===== config.mk =====
export PLATFORM = sky130hd
export DESIGN_NAME = load_store_unit_flat
export DESIGN_NICKNAME = d
export VERILOG_FILES = /design/src/rtl/load_store_unit_if.sv /design/src/rtl/load_store_unit.sv /design/src/flat_wrapper.sv
export SDC_FILE = /design/constraint.sdc
export NUM_CORES = 1
export LEC_CHECK = 0
export ABC_AREA = 1
export CAP_MARGIN = 20
export CORE_MARGIN = 2
export CORE_UTILIZATION = 45
export DETAILED_ROUTE_END_ITERATION = 16
export PLACE_DENSITY = 0.81
export SYNTH_ARGS = -nofsm -noshare
export SYNTH_HDL_FRONTEND = slang
export SYNTH_SLANG_ARGS = --single-unit
export TNS_END_PERCENT = 100

===== constraint.sdc =====
create_clock -name clk -period 6.5 [get_ports clk]
set_input_delay 1.95 -clock clk [delete_from_list [all_inputs] [get_ports clk]]
set_output_delay 1.95 -clock clk [all_outputs]
set_load 0.005 [all_outputs]

===== src/rtl/load_store_unit_if.sv =====
// Bundles the request/response channel and the split data-read and data-write
// memory buses of the load/store unit. The master view belongs to the unit;
// the slave view belongs to the core control path plus the memory fabric.
interface load_store_unit_if #(
  parameter int unsigned DATA_WIDTH = 32,
  parameter int unsigned BUS_WIDTH  = 32,
  parameter int unsigned RESP_WIDTH = 2
);
  localparam int unsigned STRB = BUS_WIDTH / 8;

  // request / response
  logic                  req_valid;
  logic                  req_ready;
  logic                  req_store;
  logic [2:0]            req_funct;
  logic [31:0]           req_addr;
  logic [DATA_WIDTH-1:0] req_wdata;
  logic                  rsp_valid;
  logic                  rsp_ready;
  logic [DATA_WIDTH-1:0] rsp_data;
  logic                  rsp_err;

  // data-read bus
  logic                  dr_addr_valid;
  logic                  dr_addr_ready;
  logic [BUS_WIDTH-1:0]  dr_addr;
  logic                  dr_data_valid;
  logic                  dr_data_ready;
  logic [BUS_WIDTH-1:0]  dr_data;

  // data-write bus
  logic                  dw_data_addr_valid;
  logic                  dw_data_addr_ready;
  logic [BUS_WIDTH-1:0]  dw_addr;
  logic [BUS_WIDTH-1:0]  dw_data;
  logic [STRB-1:0]       dw_strobe;
  logic                  dw_resp_valid;
  logic                  dw_resp_ready;
  logic [RESP_WIDTH-1:0] dw_resp;

  modport master (
    input  req_valid, req_store, req_funct, req_addr, req_wdata, rsp_ready,
    input  dr_addr_ready, dr_data_valid, dr_data,
    input  dw_data_addr_ready, dw_resp_valid, dw_resp,
    output req_ready, rsp_valid, rsp_data, rsp_err,
    output dr_addr_valid, dr_addr, dr_data_ready,
    output dw_data_addr_valid, dw_addr, dw_data, dw_strobe, dw_resp_ready
  );

  modport slave (
    output req_valid, req_store, req_funct, req_addr, req_wdata, rsp_ready,
    output dr_addr_ready, dr_data_valid, dr_data,
    output dw_data_addr_ready, dw_resp_valid, dw_resp,
    input  req_ready, rsp_valid, rsp_data, rsp_err,
    input  dr_addr_valid, dr_addr, dr_data_ready,
    input  dw_data_addr_valid, dw_addr, dw_data, dw_strobe, dw_resp_ready
  );
endinterface


===== src/rtl/load_store_unit.sv =====
// Load/store unit for the copperv core: one outstanding load or store, byte-lane
// steering onto a 32- or 64-bit bus, sign/zero extension of loads, and error
// reporting for misaligned accesses, illegal funct3 and failed writes.
module load_store_unit #(
  parameter int unsigned DATA_WIDTH = 32,
  parameter int unsigned BUS_WIDTH  = 32,
  parameter int unsigned RESP_WIDTH = 2
) (
  input logic               clk,
  input logic               rst,
  load_store_unit_if.master bus
);
  localparam int unsigned STRB = BUS_WIDTH / 8;
  localparam int unsigned OFS  = $clog2(STRB);

  typedef enum logic [2:0] {
    IDLE, RD_ADDR, RD_DATA, WR_REQ, WR_RESP, RESP
  } state_t;

  state_t                state_q, state_d;
  logic                  rdy_q;
  logic [2:0]            funct_q;
  logic [OFS-1:0]        ofs_q;
  logic [BUS_WIDTH-1:0]  dr_addr_q, dw_addr_q, dw_data_q;
  logic [STRB-1:0]       dw_strobe_q;
  logic [DATA_WIDTH-1:0] rsp_data_q;
  logic                  rsp_err_q;

  logic                  accept;
  logic                  req_bad;
  logic [OFS-1:0]        req_ofs;
  logic [BUS_WIDTH-1:0]  req_aligned;
  logic [BUS_WIDTH-1:0]  wd_ext;
  logic [STRB-1:0]       strb_base;
  logic [DATA_WIDTH-1:0] ld_word, ld_ext;

  assign req_ofs     = bus.req_addr[OFS-1:0];
  assign req_aligned = BUS_WIDTH'({bus.req_addr[31:OFS], {OFS{1'b0}}});

  // Classify the incoming request: illegal funct3 or misaligned for its size.
  always_comb begin
    req_bad = 1'b0;
    case (bus.req_funct)
      3'b000, 3'b100: req_bad = 1'b0;
      3'b001, 3'b101: req_bad = bus.req_addr[0];
      3'b010:         req_bad = |bus.req_addr[1:0];
      default:        req_bad = 1'b1;
    endcase
    if (bus.req_store && bus.req_funct[2]) req_bad = 1'b1;
  end

  // Size-dependent store data and strobe before shifting into their lanes.
  always_comb begin
    wd_ext    = '0;
    strb_base = '0;
    case (bus.req_funct[1:0])
      2'b00: begin
        wd_ext    = BUS_WIDTH'(bus.req_wdata[7:0]);
        strb_base = STRB'(4'b0001);
      end
      2'b01: begin
        wd_ext    = BUS_WIDTH'(bus.req_wdata[15:0]);
        strb_base = STRB'(4'b0011);
      end
      default: begin
        wd_ext    = BUS_WIDTH'(bus.req_wdata);
        strb_base = STRB'(4'b1111);
      end
    endcase
  end

  // Extract the addressed lanes of the read bus and extend per funct3.
  always_comb begin
    ld_word = DATA_WIDTH'(bus.dr_data >> {ofs_q, 3'b000});
    case (funct_q)
      3'b000:  ld_ext = {{(DATA_WIDTH-8){ld_word[7]}}, ld_word[7:0]};
      3'b001:  ld_ext = {{(DATA_WIDTH-16){ld_word[15]}}, ld_word[15:0]};
      3'b100:  ld_ext = {{(DATA_WIDTH-8){1'b0}}, ld_word[7:0]};
      3'b101:  ld_ext = {{(DATA_WIDTH-16){1'b0}}, ld_word[15:0]};
      default: ld_ext = ld_word;
    endcase
  end

  // State register.
  always_ff @(posedge clk or posedge rst) begin
    if (rst) state_q <= IDLE;
    else     state_q <= state_d;
  end

  // Next-state logic; bad requests skip the bus and answer straight away.
  always_comb begin
    state_d = state_q;
    accept  = 1'b0;
    case (state_q)
      IDLE: if (bus.req_valid && rdy_q) begin
        accept = 1'b1;
        if (req_bad)            state_d = RESP;
        else if (bus.req_store) state_d = WR_REQ;
        else                    state_d = RD_ADDR;
      end
      RD_ADDR: if (bus.dr_addr_ready)      state_d = RD_DATA;
      RD_DATA: if (bus.dr_data_valid)      state_d = RESP;
      WR_REQ:  if (bus.dw_data_addr_ready) state_d = WR_RESP;
      WR_RESP: if (bus.dw_resp_valid)      state_d = RESP;
      RESP:    if (bus.rsp_ready)          state_d = IDLE;
      default: state_d = IDLE;
    endcase
  end

  // Request fields, bus payloads and the response, all registered.
  // rdy_q keeps req_ready low while reset is held even though state is IDLE.
  always_ff @(posedge clk or posedge rst) begin
    if (rst) begin
      rdy_q       <= 1'b0;
      funct_q     <= '0;
      ofs_q       <= '0;
      dr_addr_q   <= '0;
      dw_addr_q   <= '0;
      dw_data_q   <= '0;
      dw_strobe_q <= '0;
      rsp_data_q  <= '0;
      rsp_err_q   <= 1'b0;
    end else begin
      rdy_q <= 1'b1;
      if (accept) begin
        funct_q    <= bus.req_funct;
        ofs_q      <= req_ofs;
        rsp_data_q <= '0;
        rsp_err_q  <= req_bad;
        if (!req_bad && !bus.req_store) dr_addr_q <= req_aligned;
        if (!req_bad && bus.req_store) begin
          dw_addr_q   <= req_aligned;
          dw_data_q   <= wd_ext << {req_ofs, 3'b000};
          dw_strobe_q <= strb_base << req_ofs;
        end
      end
      if (state_q == RD_DATA && bus.dr_data_valid) rsp_data_q <= ld_ext;
      if (state_q == WR_RESP && bus.dw_resp_valid)
        rsp_err_q <= (bus.dw_resp != RESP_WIDTH'(0));
    end
  end

  assign bus.req_ready          = rdy_q && (state_q == IDLE);
  assign bus.dr_addr_valid      = (state_q == RD_ADDR);
  assign bus.dr_data_ready      = (state_q == RD_DATA);
  assign bus.dw_data_addr_valid = (state_q == WR_REQ);
  assign bus.dw_resp_ready      = (state_q == WR_RESP);
  assign bus.rsp_valid          = (state_q == RESP);
  assign bus.dr_addr            = dr_addr_q;
  assign bus.dw_addr            = dw_addr_q;
  assign bus.dw_data            = dw_data_q;
  assign bus.dw_strobe          = dw_strobe_q;
  assign bus.rsp_data           = rsp_data_q;
  assign bus.rsp_err            = rsp_err_q;
endmodule

===== src/flat_wrapper.sv =====
// flat-port wrapper written by rule: the top's interface ports become plain ports
module load_store_unit_flat 
#(
  parameter int unsigned DATA_WIDTH = 32,
  parameter int unsigned BUS_WIDTH  = 32,
  parameter int unsigned RESP_WIDTH = 2
)
  (clk, rst, bus_req_valid, bus_req_store, bus_req_funct, bus_req_addr, bus_req_wdata, bus_rsp_ready, bus_dr_addr_ready, bus_dr_data_valid, bus_dr_data, bus_dw_data_addr_ready, bus_dw_resp_valid, bus_dw_resp, bus_req_ready, bus_rsp_valid, bus_rsp_data, bus_rsp_err, bus_dr_addr_valid, bus_dr_addr, bus_dr_data_ready, bus_dw_data_addr_valid, bus_dw_addr, bus_dw_data, bus_dw_strobe, bus_dw_resp_ready);
  load_store_unit_if #(.DATA_WIDTH(DATA_WIDTH), .BUS_WIDTH(BUS_WIDTH), .RESP_WIDTH(RESP_WIDTH)) bus_i ();
  input logic clk;
  input logic rst;
  input wire logic [$bits(bus_i.req_valid)-1:0] bus_req_valid;
  input wire logic [$bits(bus_i.req_store)-1:0] bus_req_store;
  input wire logic [$bits(bus_i.req_funct)-1:0] bus_req_funct;
  input wire logic [$bits(bus_i.req_addr)-1:0] bus_req_addr;
  input wire logic [$bits(bus_i.req_wdata)-1:0] bus_req_wdata;
  input wire logic [$bits(bus_i.rsp_ready)-1:0] bus_rsp_ready;
  input wire logic [$bits(bus_i.dr_addr_ready)-1:0] bus_dr_addr_ready;
  input wire logic [$bits(bus_i.dr_data_valid)-1:0] bus_dr_data_valid;
  input wire logic [$bits(bus_i.dr_data)-1:0] bus_dr_data;
  input wire logic [$bits(bus_i.dw_data_addr_ready)-1:0] bus_dw_data_addr_ready;
  input wire logic [$bits(bus_i.dw_resp_valid)-1:0] bus_dw_resp_valid;
  input wire logic [$bits(bus_i.dw_resp)-1:0] bus_dw_resp;
  output wire logic [$bits(bus_i.req_ready)-1:0] bus_req_ready;
  output wire logic [$bits(bus_i.rsp_valid)-1:0] bus_rsp_valid;
  output wire logic [$bits(bus_i.rsp_data)-1:0] bus_rsp_data;
  output wire logic [$bits(bus_i.rsp_err)-1:0] bus_rsp_err;
  output wire logic [$bits(bus_i.dr_addr_valid)-1:0] bus_dr_addr_valid;
  output wire logic [$bits(bus_i.dr_addr)-1:0] bus_dr_addr;
  output wire logic [$bits(bus_i.dr_data_ready)-1:0] bus_dr_data_ready;
  output wire logic [$bits(bus_i.dw_data_addr_valid)-1:0] bus_dw_data_addr_valid;
  output wire logic [$bits(bus_i.dw_addr)-1:0] bus_dw_addr;
  output wire logic [$bits(bus_i.dw_data)-1:0] bus_dw_data;
  output wire logic [$bits(bus_i.dw_strobe)-1:0] bus_dw_strobe;
  output wire logic [$bits(bus_i.dw_resp_ready)-1:0] bus_dw_resp_ready;
  assign bus_i.req_valid = bus_req_valid;
  assign bus_i.req_store = bus_req_store;
  assign bus_i.req_funct = bus_req_funct;
  assign bus_i.req_addr = bus_req_addr;
  assign bus_i.req_wdata = bus_req_wdata;
  assign bus_i.rsp_ready = bus_rsp_ready;
  assign bus_i.dr_addr_ready = bus_dr_addr_ready;
  assign bus_i.dr_data_valid = bus_dr_data_valid;
  assign bus_i.dr_data = bus_dr_data;
  assign bus_i.dw_data_addr_ready = bus_dw_data_addr_ready;
  assign bus_i.dw_resp_valid = bus_dw_resp_valid;
  assign bus_i.dw_resp = bus_dw_resp;
  assign bus_req_ready = bus_i.req_ready;
  assign bus_rsp_valid = bus_i.rsp_valid;
  assign bus_rsp_data = bus_i.rsp_data;
  assign bus_rsp_err = bus_i.rsp_err;
  assign bus_dr_addr_valid = bus_i.dr_addr_valid;
  assign bus_dr_addr = bus_i.dr_addr;
  assign bus_dr_data_ready = bus_i.dr_data_ready;
  assign bus_dw_data_addr_valid = bus_i.dw_data_addr_valid;
  assign bus_dw_addr = bus_i.dw_addr;
  assign bus_dw_data = bus_i.dw_data;
  assign bus_dw_strobe = bus_i.dw_strobe;
  assign bus_dw_resp_ready = bus_i.dw_resp_ready;
  load_store_unit #(.DATA_WIDTH(DATA_WIDTH), .BUS_WIDTH(BUS_WIDTH), .RESP_WIDTH(RESP_WIDTH)) u_core (.clk(clk), .rst(rst), .bus(bus_i));
endmodule

### Yosys cells after proc, flatten, opt, wreduce, memory -nomap -nowiden

Index checks and enable logic that the tools add are counted.

| storage, ports and cells | value |
|---|---|
| register bits after elaboration | 138 |
| input port bits | 110 |
| output and inout bits | 139 |
| word-level logic and storage cells | 74 |

| cells by class | value |
|---|---|
| equality and inequality tests | 19 |
| shifts and indexed selects | 3 |
| multiplexer cells | 20 |
| reductions and logical operators | 22 |

Operators with widths:

| kind | number |
|---|---|
| $pmux W32 S4 | 1 |
| $mux W32 | 2 |
| $pmux W32 S2 | 1 |
| $shl A32 B5 Y32 | 1 |
| $shr A32 B5 Y32 | 1 |
| $mux W3 | 7 |
| $eq A3 B3 Y1 const B | 6 |
| $pmux W3 S6 | 1 |
| $ne A2 B2 Y1 const B | 5 |
| $eq A3 B1 Y1 const B | 3 |
| $eq A3 B2 Y1 const B | 3 |
| $logic_not A3 Y1 | 3 |
| $pmux W4 S2 | 1 |
| $logic_and A1 B1 Y1 | 7 |
| $reduce_and A6 Y1 | 1 |
| $reduce_bool A2 Y1 | 3 |
| $reduce_or A2 Y1 | 3 |
| $mux W1 | 5 |
| $reduce_and A2 Y1 | 2 |
| $shl A4 B2 Y4 | 1 |
| $pmux W1 S3 | 1 |
| $eq A2 B1 Y1 const B | 1 |
| $logic_not A1 Y1 | 2 |
| $logic_not A2 Y1 | 1 |
| other kinds (2) | 2 |

### Longest topological paths before layout

Gate-level depths: netlist (run 1).

| depth | value |
|---|---|
| depth after elaboration | 7 |
| depth in mapped cells | 11 |
| mapped depth without buffers | 9 |

### Least setup slack after synthesis (run 1)

Ideal clock, no wire load.

| timing path | value |
|---|---|
| path type | input-to-reg |
| from | input port bus_req_addr[0] |
| to | register u_core.dw_addr_q[10] (netlist: u_core.bus.dw_addr[10]) |
| library setup time | 0.116 ns |
| data arrival time | 3.019 ns |
| required time | 6.384 ns |
| slack | 3.364 ns |
| stages | 11 |
| buffers on the path | 3 |
| cells stage by stage | buf_2 > nor2_1 > nand2_1 > nand2_1 > nand3_1 > nor2_4 > inv_2 > buf_6 > buf_6 > nand2_1 > nand2_1 |

| on the way | value |
|---|---|
| word-level cells in the longest chain between the ends | 6 |

Ends and longest elaborated chain:

| what | RTL line | source |
|---|---|---|
| start: declaration | flat_wrapper.sv:15 | `input wire logic [$bits(bus_i.req_addr)-1:0] bus_req_addr;` |
| $reduce_or A2 Y1 | load_store_unit.sv:46 | `3'b010: req_bad = \|bus.req_addr[1:0];` |
| $pmux W1 S3 * | load_store_unit.sv:43 | `case (bus.req_funct)` |
| $mux W1 * | load_store_unit.sv:49 | `if (bus.req_store && bus.req_funct[2]) req_bad = 1'b1;` |
| $logic_not A1 Y1 * | load_store_unit.sv:131 | `if (!req_bad && bus.req_store) begin` |
| $logic_and A1 B1 Y1 * | load_store_unit.sv:131 |  |
| $reduce_and A2 Y1 (no source line) * | - |  |
| end signal: assignment | load_store_unit.sv:132 | `dw_addr_q <= req_aligned;` |
| end: declaration | load_store_unit.sv:24 | `logic [BUS_WIDTH-1:0] dr_addr_q, dw_addr_q, dw_data_q;` |

Mark *: on every way between the ends. The rest lies on a longest branch, timed or not.
A chain may end at the register's enable or synchronous reset.

### Worst setup path in the final report (run 1)

| timing path | value |
|---|---|
| from | input port bus_req_addr[0] |
| to | register u_core.dr_addr_q[2] (netlist: u_core.bus.dr_addr[2]) |

| on the way | value |
|---|---|
| word-level cells in the longest chain between the ends | 6 |

Ends and longest elaborated chain:

| what | RTL line | source |
|---|---|---|
| $reduce_or A2 Y1 | load_store_unit.sv:46 |  |
| $pmux W1 S3 * | load_store_unit.sv:43 |  |
| $mux W1 * | load_store_unit.sv:49 |  |
| $logic_not A1 Y1 * | load_store_unit.sv:130 | `if (!req_bad && !bus.req_store) dr_addr_q <= req_aligned;` |
| $logic_and A1 B1 Y1 * | load_store_unit.sv:130 |  |
| $reduce_and A2 Y1 (no source line) * | - |  |
| end signal: assignment | load_store_unit.sv:130 |  |
| end: declaration | load_store_unit.sv:24 |  |

Marked as above.

==> results_dict.tcl, run 1 <==
set metrics [dict create \
    status "finished, final reports clean" \
    tightest_slew_ns 1.05 \
    dieWidth_um 127 \
    grt_max_degree 111 \
    cp_max_fo 31 \
    routedWlPerCell_um 15.3 \
    synth_top_area_share_pct 50.6 \
    slew_headroom_pct 30.2 \
    grt_pass1_wl_um 33100 \
    coreArea_um2 14600 \
    setup_tns_ns 0 \
    setup_viol 0 \
    min_period_ns 4.30 \
    peakVddDrop_mv 0.239 \
    ant_nets 0 \
    root_buffer "clkbuf_16" \
    place_congestion 0.851 \
    antenna_cells 0 \
    synth_top_cells_by_area "dfrtp_1, nand2_1, nand3_1, o21ai_0, inv_1" \
    post-cts-setup-buffers 0 \
    synth_area_um2 6820 \
    async_flop_share_pct 100 \
    antenna_found_initial 0 \
    port_buffers 244 \
    regToRegStartpoint "u_core.ofs_q[0]$_DFFE_PP0P_" \
    min_from "u_core.bus.dw_data[8]$_DFFE_PP0P_" \
    drive_above_1_share_pct 4.28 \
    synth.avg_cell_area_um2 7.26 \
    fillers 1178 \
    hold_path.class "flip-flop to flip-flop" \
    synthCells 939 \
    synth_top_area_cell "dfrtp_1" \
    r2r_slack_ns 3.98 \
    cts_buffer_depth 2 \
    grt_pass1_vias 6540 \
    rsz0062_at_grt "false" \
    drt-initial-drc-count 711 \
    fin_skew_ns 0.00703 \
    dieArea_um2 16200 \
    viasPerCell 5.10 \
    power.static_leakage_nw 5.13 \
    ys.flop_type "dfrtp_1" \
    rr_worst_depth 8 \
    via_count 6892 \
    place_inst 1319 \
    die_h_um 127 \
    fmax_mhz 233 \
    start_kind "primary input" \
    maxCapViolations 0 \
    overflow 0 \
    clk_latency_ns 0.43 \
    dp_hpwl_um 14500 \
    syn2layout_area_growth_pct 45.2 \
    ys_top_cells_by_count "nand2_1, dfrtp_1, nand3_1, inv_1, o21ai_0" \
    powerDensity_nw_per_um2 404 \
    routed_wl_um 20700 \
    yosysWarnings 0 \
    ios 249 \
    nets 1268 \
    fin_cells 1352 \
    drc 0 \
    yosys.cell_count.top_type "nand2_1" \
    slew_viol_final 0 \
    grt_util_all_layers_pct 25.9 \
    critical_path_required_ns 6.86 \
    whs_path_depth 2 \
    ys_seq_area_share_pct 50.6 \
    cts_resized 0 \
    rows 44 \
    power.total_mw 4.00 \
    firstDrtPassIters 7 \
    cts_hold_buffers 0 \
    criticalPathCategory "primary input to flip-flop" \
    crit_path_end_kind "flip-flop" \
    critPathArrivalTime_ns 4.66 \
    holdPathEnd "u_core.bus.dw_data[8]$_DFFE_PP0P_" \
    finalHoldViolations 0 \
    initial_utilization_pct 46.6 \
    cts_tree "built" \
    finalCritPeriodShare_pct 66.1 \
    clkTransAtPathRegs_ns 0.06 \
    h-tree-depth 4 \
    cts_inserted_buffers 17 \
    clkSinkCount 138 \
    synth.distinct_cells 25 \
    ys_ff_latch 138 \
    reg2reg_to "u_core.bus.rsp_data[27]$_DFFE_PP0P_" \
    synth_edf_count 0 \
]
[cell usage in the layout, fill, tap and decap left out, types with 3 or more instances in the layout]
cell type / count
clkbuf_16: 17
nand2_1: 557
bufinv_16: 3
buf_4: 3
inv_1: 26
inv_2: 4
o21ai_0: 24
clkinvlp_4: 3
conb_1: 5
clkdlybuf4s50_1: 244
dfrtp_1: 138
o211ai_1: 7
a21oi_1: 20
nand3_1: 73
nor2_1: 18
[per-layer routing]
metal / GRT usage (%) / wire length, um / vias up
met5: 0 / 0 / -
met4: 11.6 / 790 / 0
met2: 42.0 / 9730 / 309
met1: 33.7 / 8580 / 3187
met3: 5.49 / 1580 / 53
li1: - / - / 3343
[final cells by class]
class	count	area, um^2	share of cell area, %
Inverter	32	125	1.26
Timing Repair Buffer	251	2550	25.8
Clock buffer	18	439	4.43
Clock inverter	11	149	1.50
Sequential cell	138	3450	34.9
Multi-Input combinational cell	718	2950	29.8
Tap cell	184	230	2.32
[how the worst max path moves through the flow]
stage,cells past startpoint,from,end
final,11,bus_req_addr[0],u_core.bus.dr_addr[2]$_DFFE_PP0P_
after floorplan,1,rst,u_core.bus.dr_addr[10]$_DFFE_PP0P_
after global routing,11,bus_req_addr[0],u_core.bus.dr_addr[22]$_DFFE_PP0P_
after global placement,11,bus_req_addr[0],u_core.bus.dr_addr[2]$_DFFE_PP0P_
after CTS,9,bus_req_addr[0],u_core.bus.dw_data[3]$_DFFE_PP0P_
after detailed placement,9,bus_req_addr[0],u_core.bus.dw_data[3]$_DFFE_PP0P_
[metrics by stage]
| step | utilization (%) | hold WS, ns | setup WS, ns | area [um^2] |
|---|---|---|---|---|
| floorplan | - | 0.465 | 0.854 | 6830 |
| global placement | 63.0 | 0.453 | 1.85 | 9230 |
| detailed placement | 63.0 | 0.457 | 1.75 | 9230 |
| CTS | 67.0 | 0.472 | 2.18 | 9810 |
| global route | 67.6 | 0.485 | 1.87 | 9900 |
| finish | 67.6 | 0.471 | 2.20 | 9900 |
[power breakdown]
group	switching (mW)	internal (mW)
combinational	0.741	0.855
clock	0.368	0.607
sequential	0.249	1.18
total	1.36	2.64
[flip-flops by register name, indices dropped and copies added (netlist names)]
register	flops
u_core.bus.dw_data	32
u_core.bus.dw_addr	30
u_core.ofs_q	2
u_core.state_q	3
u_core.funct_q	3
u_core.bus.dw_strobe	4
u_core.bus.rsp_data	32
u_core.bus.rsp_err	1
u_core.rdy_q	1
u_core.bus.dr_addr	30
[critical path, stage by stage]
cell	delay, ns
clkdlybuf4s50_1	0.82
nand2_1	0.24
nand2_1	0.07
nand2_1	0.12
inv_1	0.05
nor2_1	0.09
nand2_1	0.06
buf_4	0.23
inv_1	0.76
nand2_1	0.13
nand2_1	0.11
[cell families (layout without fill, tap and decap cells)]
| kind of cell | count (synthesis) | in the layout | share of synthesized area, % |
|---|---|---|---|
| simple gates | 661 | 661 | 38.9 |
| compound gates | 52 | 52 | 4.11 |
| buf+inv | 86 | 312 | 6.24 |
| other cells | 2 | 5 | 0.110 |
| flops | 138 | 138 | 50.6 |
Note: power is estimated with default switching activity, not from simulation.
==> run 2: changes to the inputs <==
Clock period 6.5 ns to 4.4 ns, I/O delays scaled along.
==> results_dict.tcl, run 2 (synthesized netlist as in run 1, its figures left out) <==
set metrics [dict create \
    status "finished, final reports clean" \
    grt_util_all_layers_pct 25.9 \
    maxCapViolations 0 \
    routedWlPerCell_um 15.2 \
    finalHoldViolations 0 \
    combinationalPowerShare_pct 40.4 \
    criticalPathCategory "primary input to flip-flop" \
    fillers 1205 \
    p_int_mw 3.77 \
    drt-initial-drc-count 673 \
    h-tree-depth 4 \
    antenna_cells 0 \
    setup_tns_ns 0 \
    routed_wl_um 20600 \
    start_kind "primary input" \
    cp_max_fo 26 \
    slew_headroom_pct 36.5 \
    root_buffer "clkbuf_16" \
    ant_nets 0 \
    fin_skew_ns 0.0106 \
    fmax_mhz 309 \
    final_cell_mix "nand2_1, clkdlybuf4s50_1, dfrtp_1" \
    critical_path_required_ns 4.72 \
    nets 1274 \
    grt_pass1_wl_um 33100 \
    coreArea_um2 14600 \
    powerDensity_nw_per_um2 585 \
    layout_commonest_cell "nand2_1" \
    peakVddDrop_mv 0.295 \
    min_period_ns 3.23 \
    cts_buffer_depth 2 \
    switching_share_pct 35.1 \
    rows 44 \
    crit_path_end_kind "flip-flop" \
    power_frac_seq_pct 36.3 \
    die_h_um 127 \
    setup_viol 0 \
    post-cts-setup-buffers 0 \
    rsz0062_at_grt "false" \
    dp_hpwl_um 14500 \
    clkSinkCount 138 \
    clk_latency_ns 0.43 \
    p_switching_mw 2.04 \
    cts_inserted_buffers 17 \
    grt_max_degree 67 \
    tightest_slew_ns 0.950 \
    critPathArrivalTime_ns 3.55 \
    grt_pass1_vias 6489 \
    clkTransAtPathRegs_ns 0.06 \
    antenna_found_initial 0 \
    drive_above_1_share_pct 5.01 \
    hold_path.class "flip-flop to flip-flop" \
    finalCritPeriodShare_pct 73.5 \
    port_buffers 244 \
    whs_ns 0.469 \
    cts_tree "built" \
    clkPwrFrac_pct 23.3 \
    syn2layout_area_growth_pct 45.4 \
    initial_utilization_pct 46.6 \
    via_count 6866 \
    ios 249 \
    slew_viol_final 0 \
    dieArea_um2 16200 \
    place_congestion 0.850 \
    firstDrtPassIters 5 \
    overflow 0 \
    viasPerCell 5.04 \
    drc 0 \
    dieWidth_um 127 \
    cts_hold_buffers 0 \
    cts_resized 0 \
    power.static_leakage_nw 5.14 \
]
[run 2: changes by cell type in the layout (fill, tap and decap cells not counted), sizes merged]
cell,change
buf,+6
clkinv,+1
bufinv,-3
clkbuf,+1
inv,+4
[run 2: final timing paths]
kind | start | to | slack, ns | cells past startpoint
min reg2reg | u_core.bus.dw_data[11]$_DFFE_PP0P_ | u_core.bus.dw_data[11]$_DFFE_PP0P_ | 0.47 | 2
max in group asynchronous | rst | u_core.bus.rsp_err$_DFFE_PP0P_ | 2.14 | 3
min in group asynchronous | rst | u_core.bus.dr_addr[29]$_DFFE_PP0P_ | 1.44 | 2
max | bus_req_addr[0] | u_core.bus.dw_data[18]$_DFFE_PP0P_ | 1.17 | 9
max reg2reg | u_core.ofs_q[0]$_DFFE_PP0P_ | u_core.bus.rsp_data[24]$_DFFE_PP0P_ | 1.92 | 8
min | u_core.bus.dw_data[11]$_DFFE_PP0P_ | u_core.bus.dw_data[11]$_DFFE_PP0P_ | 0.47 | 2
[run 2: final cells by class]
class                   instances  area [um^2]  share of cell area [%]
clock inverters                13          108                    1.08
repair buffers                257         2600                    26.2
clock buffers                  19          453                    4.57
flip-flops and latches        138         3450                    34.8
well taps                     184          230                    2.32
multi-input cells             718         2950                    29.8
inverters                      32          124                    1.25
[run 2: worst max-delay path: stages]
cell and delay, ns:
clkdlybuf4s50_1 0.54, buf_4 0.27, clkinv_1 0.59, nand2_1 0.45, o21ai_0 0.13, nand2_1 0.07
nand2_1 0.05, nand2_1 0.05, nand2_1 0.06
[run 2: routing by layer]
layer	track usage (%)	share of wire (%)
met1	35.6	44
met4	11.4	3.4
met5	0	0
met2	40.2	45
met3	5.23	7.3
[run 2: metrics by stage]
stage               setup slack, ns  power, mW  cells  instance area [um^2]  util, %
floorplan                      1.36       3.12    942                  6840        -
global placement              0.742       4.38   1327                  9310     63.6
CTS                            1.13       5.81   1359                  9870     67.4
finish                         1.17       5.81   1361                  9920     67.7
detailed placement            0.709       4.43   1327                  9310     63.6
global route                  0.905       6.19   1361                  9920     67.7
[run 2: power by group through the flow]
stage / registers (mW) / logic, mW / clock network (mW)
after global placement: 2.10 / 2.28 / 0
final: 2.11 / 2.35 / 1.35
after detailed placement: 2.10 / 2.33 / 0
after floorplan: 2.04 / 1.08 / 0
after CTS: 2.10 / 2.34 / 1.37
after global routing: 2.16 / 2.59 / 1.44
==> run 3: changes to the inputs <==
Settings changed: CORE_UTILIZATION 45 to 41, PLACE_DENSITY 0.81 to 0.78.
Clock period 4.4 ns to 2.6 ns, I/O delays scaled along.
==> results_dict.tcl, run 3 (synthesized netlist as in run 1, its figures left out) <==
set metrics [dict create \
    ios 249 \
    coreArea_um2 16400 \
    rsz0062_at_grt "false" \
    cts_tree "built" \
    status "finished, final reports clean" \
    fin_skew_ns 0.00725 \
    dieArea_um2 17700 \
    antenna_cells 0 \
    regToRegStartpoint "u_core.state_q[0]$_DFFE_PP0P_" \
    r2r_slack_ns 0.88 \
    finalHoldViolations 0 \
    ant_nets 0 \
    critical_path_required_ns 1.82 \
    h-tree-depth 4 \
    drive_above_1_share_pct 6.94 \
    grt_use_met2_pct 38.9 \
    grt_max_degree 87 \
    powerDensity_nw_per_um2 989 \
    maxCapViolations 0 \
    grt_util_all_layers_pct 24.6 \
    dpl_cell_area_um2 9530 \
    fmax_mhz 394 \
    routedWlPerCell_um 15.1 \
    port_buffers 244 \
    fin_util_pct 62.0 \
    dp_hpwl_um 15000 \
    syn2layout_area_growth_pct 49.1 \
    die_h_um 133 \
    hold_path.class "flip-flop to flip-flop" \
    cts_inserted_buffers 17 \
    overflow 0 \
    place_congestion 0.910 \
    criticalPathCategory "flip-flop to output port" \
    root_buffer "clkbuf_16" \
    finalCritPeriodShare_pct 97.7 \
    reg2reg_to "u_core.bus.dw_addr[22]$_DFFE_PP0P_" \
    antenna_found_initial 0 \
    slew_viol_final 0 \
    slowest_delay_ns 0.52 \
    final_cell_mix "nand2_1, clkdlybuf4s50_1, dfrtp_1" \
    viasPerCell 4.95 \
    crit_path_cell_trace "buf_4 > nor2_2 > clkdlybuf4s50_1" \
    clk_latency_ns 0.43 \
    dieWidth_um 133 \
    peakVddDrop_mv 0.512 \
    initial_utilization_pct 41.6 \
    grt_pass1_wl_um 34400 \
    slew_headroom_pct 56.4 \
    cp_max_fo 7 \
    whs_path_depth 2 \
    endpoint "bus_dr_data_ready" \
    cts_buffer_depth 2 \
    whs_ns 0.468 \
    cp-startpoint "u_core.state_q[0]$_DFFE_PP0P_" \
    power.static_leakage_nw 5.26 \
    firstDrtPassIters 6 \
    slowest_stage "clkdlybuf4s50_1" \
    grt-busiest-layer "met2" \
    clkTransAtPathRegs_ns 0.06 \
    grt_use_met3_pct 5.06 \
    clkSinkCount 138 \
    nets 1293 \
    tightest_slew_ns 0.651 \
    drc 0 \
    crit_path_end_kind "output port" \
    via_count 7006 \
    gr-usage-met1_pct 32.5 \
    cts_hold_buffers 0 \
    critPathArrivalTime_ns 1.76 \
    min_period_ns 2.54 \
    rows 47 \
    grt_pass1_vias 6664 \
    rr_worst_depth 9 \
    routed_wl_um 21300 \
    drt-initial-drc-count 541 \
    final_area_um2 10200 \
    layout_commonest_cell "nand2_1" \
    setup_viol 0 \
    start_kind "flip-flop" \
]
[run 3: power breakdown]
part | switching, mW | internal, mW
logic | 1.98 | 2.21
clock network | 1.02 | 1.36
registers | 0.527 | 2.96
[run 3: metrics by stage]
stage               TNS (ns)  total power, mW  worst slack, ns  instances
floorplan                  0             5.28           0.0989        942
finish                     0             10.1           0.0600       1416
global route               0             10.7          0.00504       1416
global placement           0             7.49            0.157       1378
CTS                  -0.0551             10.0          -0.0551       1410
detailed placement         0             7.59            0.103       1378
[run 3: timing repair]
item	in CTS	in global routing
pin swaps	0	1
resized for setup	3	4
setup endpoints to repair	3	4
setup buffers	0	6
[run 3: worst min-delay path by stage]
stage	from	end
final	u_core.bus.dw_data[9]$_DFFE_PP0P_	u_core.bus.dw_data[9]$_DFFE_PP0P_
after floorplan	u_core.bus.dw_addr[10]$_DFFE_PP0P_	u_core.bus.dw_addr[10]$_DFFE_PP0P_
after global routing	u_core.bus.dw_addr[15]$_DFFE_PP0P_	u_core.bus.dw_addr[15]$_DFFE_PP0P_
after detailed placement	u_core.bus.dw_addr[31]$_DFFE_PP0P_	u_core.bus.dw_addr[31]$_DFFE_PP0P_
after global placement	u_core.bus.dw_addr[5]$_DFFE_PP0P_	u_core.bus.dw_addr[5]$_DFFE_PP0P_
after CTS	u_core.bus.dw_data[9]$_DFFE_PP0P_	u_core.bus.dw_data[9]$_DFFE_PP0P_
[run 3: critical path: cells and delay by family (launching register included)]
kind,cells,cell delay (ns)
buffers and inverters,2,0.69
flip-flops,1,0.49
AND/OR/NAND/NOR,1,0.16
[run 3: layout make-up]
type / count / area, um^2
timing repair buffer: 276 / 2770
fill: 1458 / 6240
tap: 220 / 275
inverter: 32 / 126
clock buffer: 18 / 439
clock inverter: 14 / 139
sequential: 138 / 3460
multi-input combinational: 718 / 2960
[run 3: metal layers]
| layer | part of all wire (%) | vias to the layer above |
|---|---|---|
| met1 | 41 | 3243 |
| met5 | 0 | - |
| met3 | 7.4 | 50 |
| met2 | 48 | 321 |
| met4 | 3.6 | 0 |
| li1 | - | 3392 |
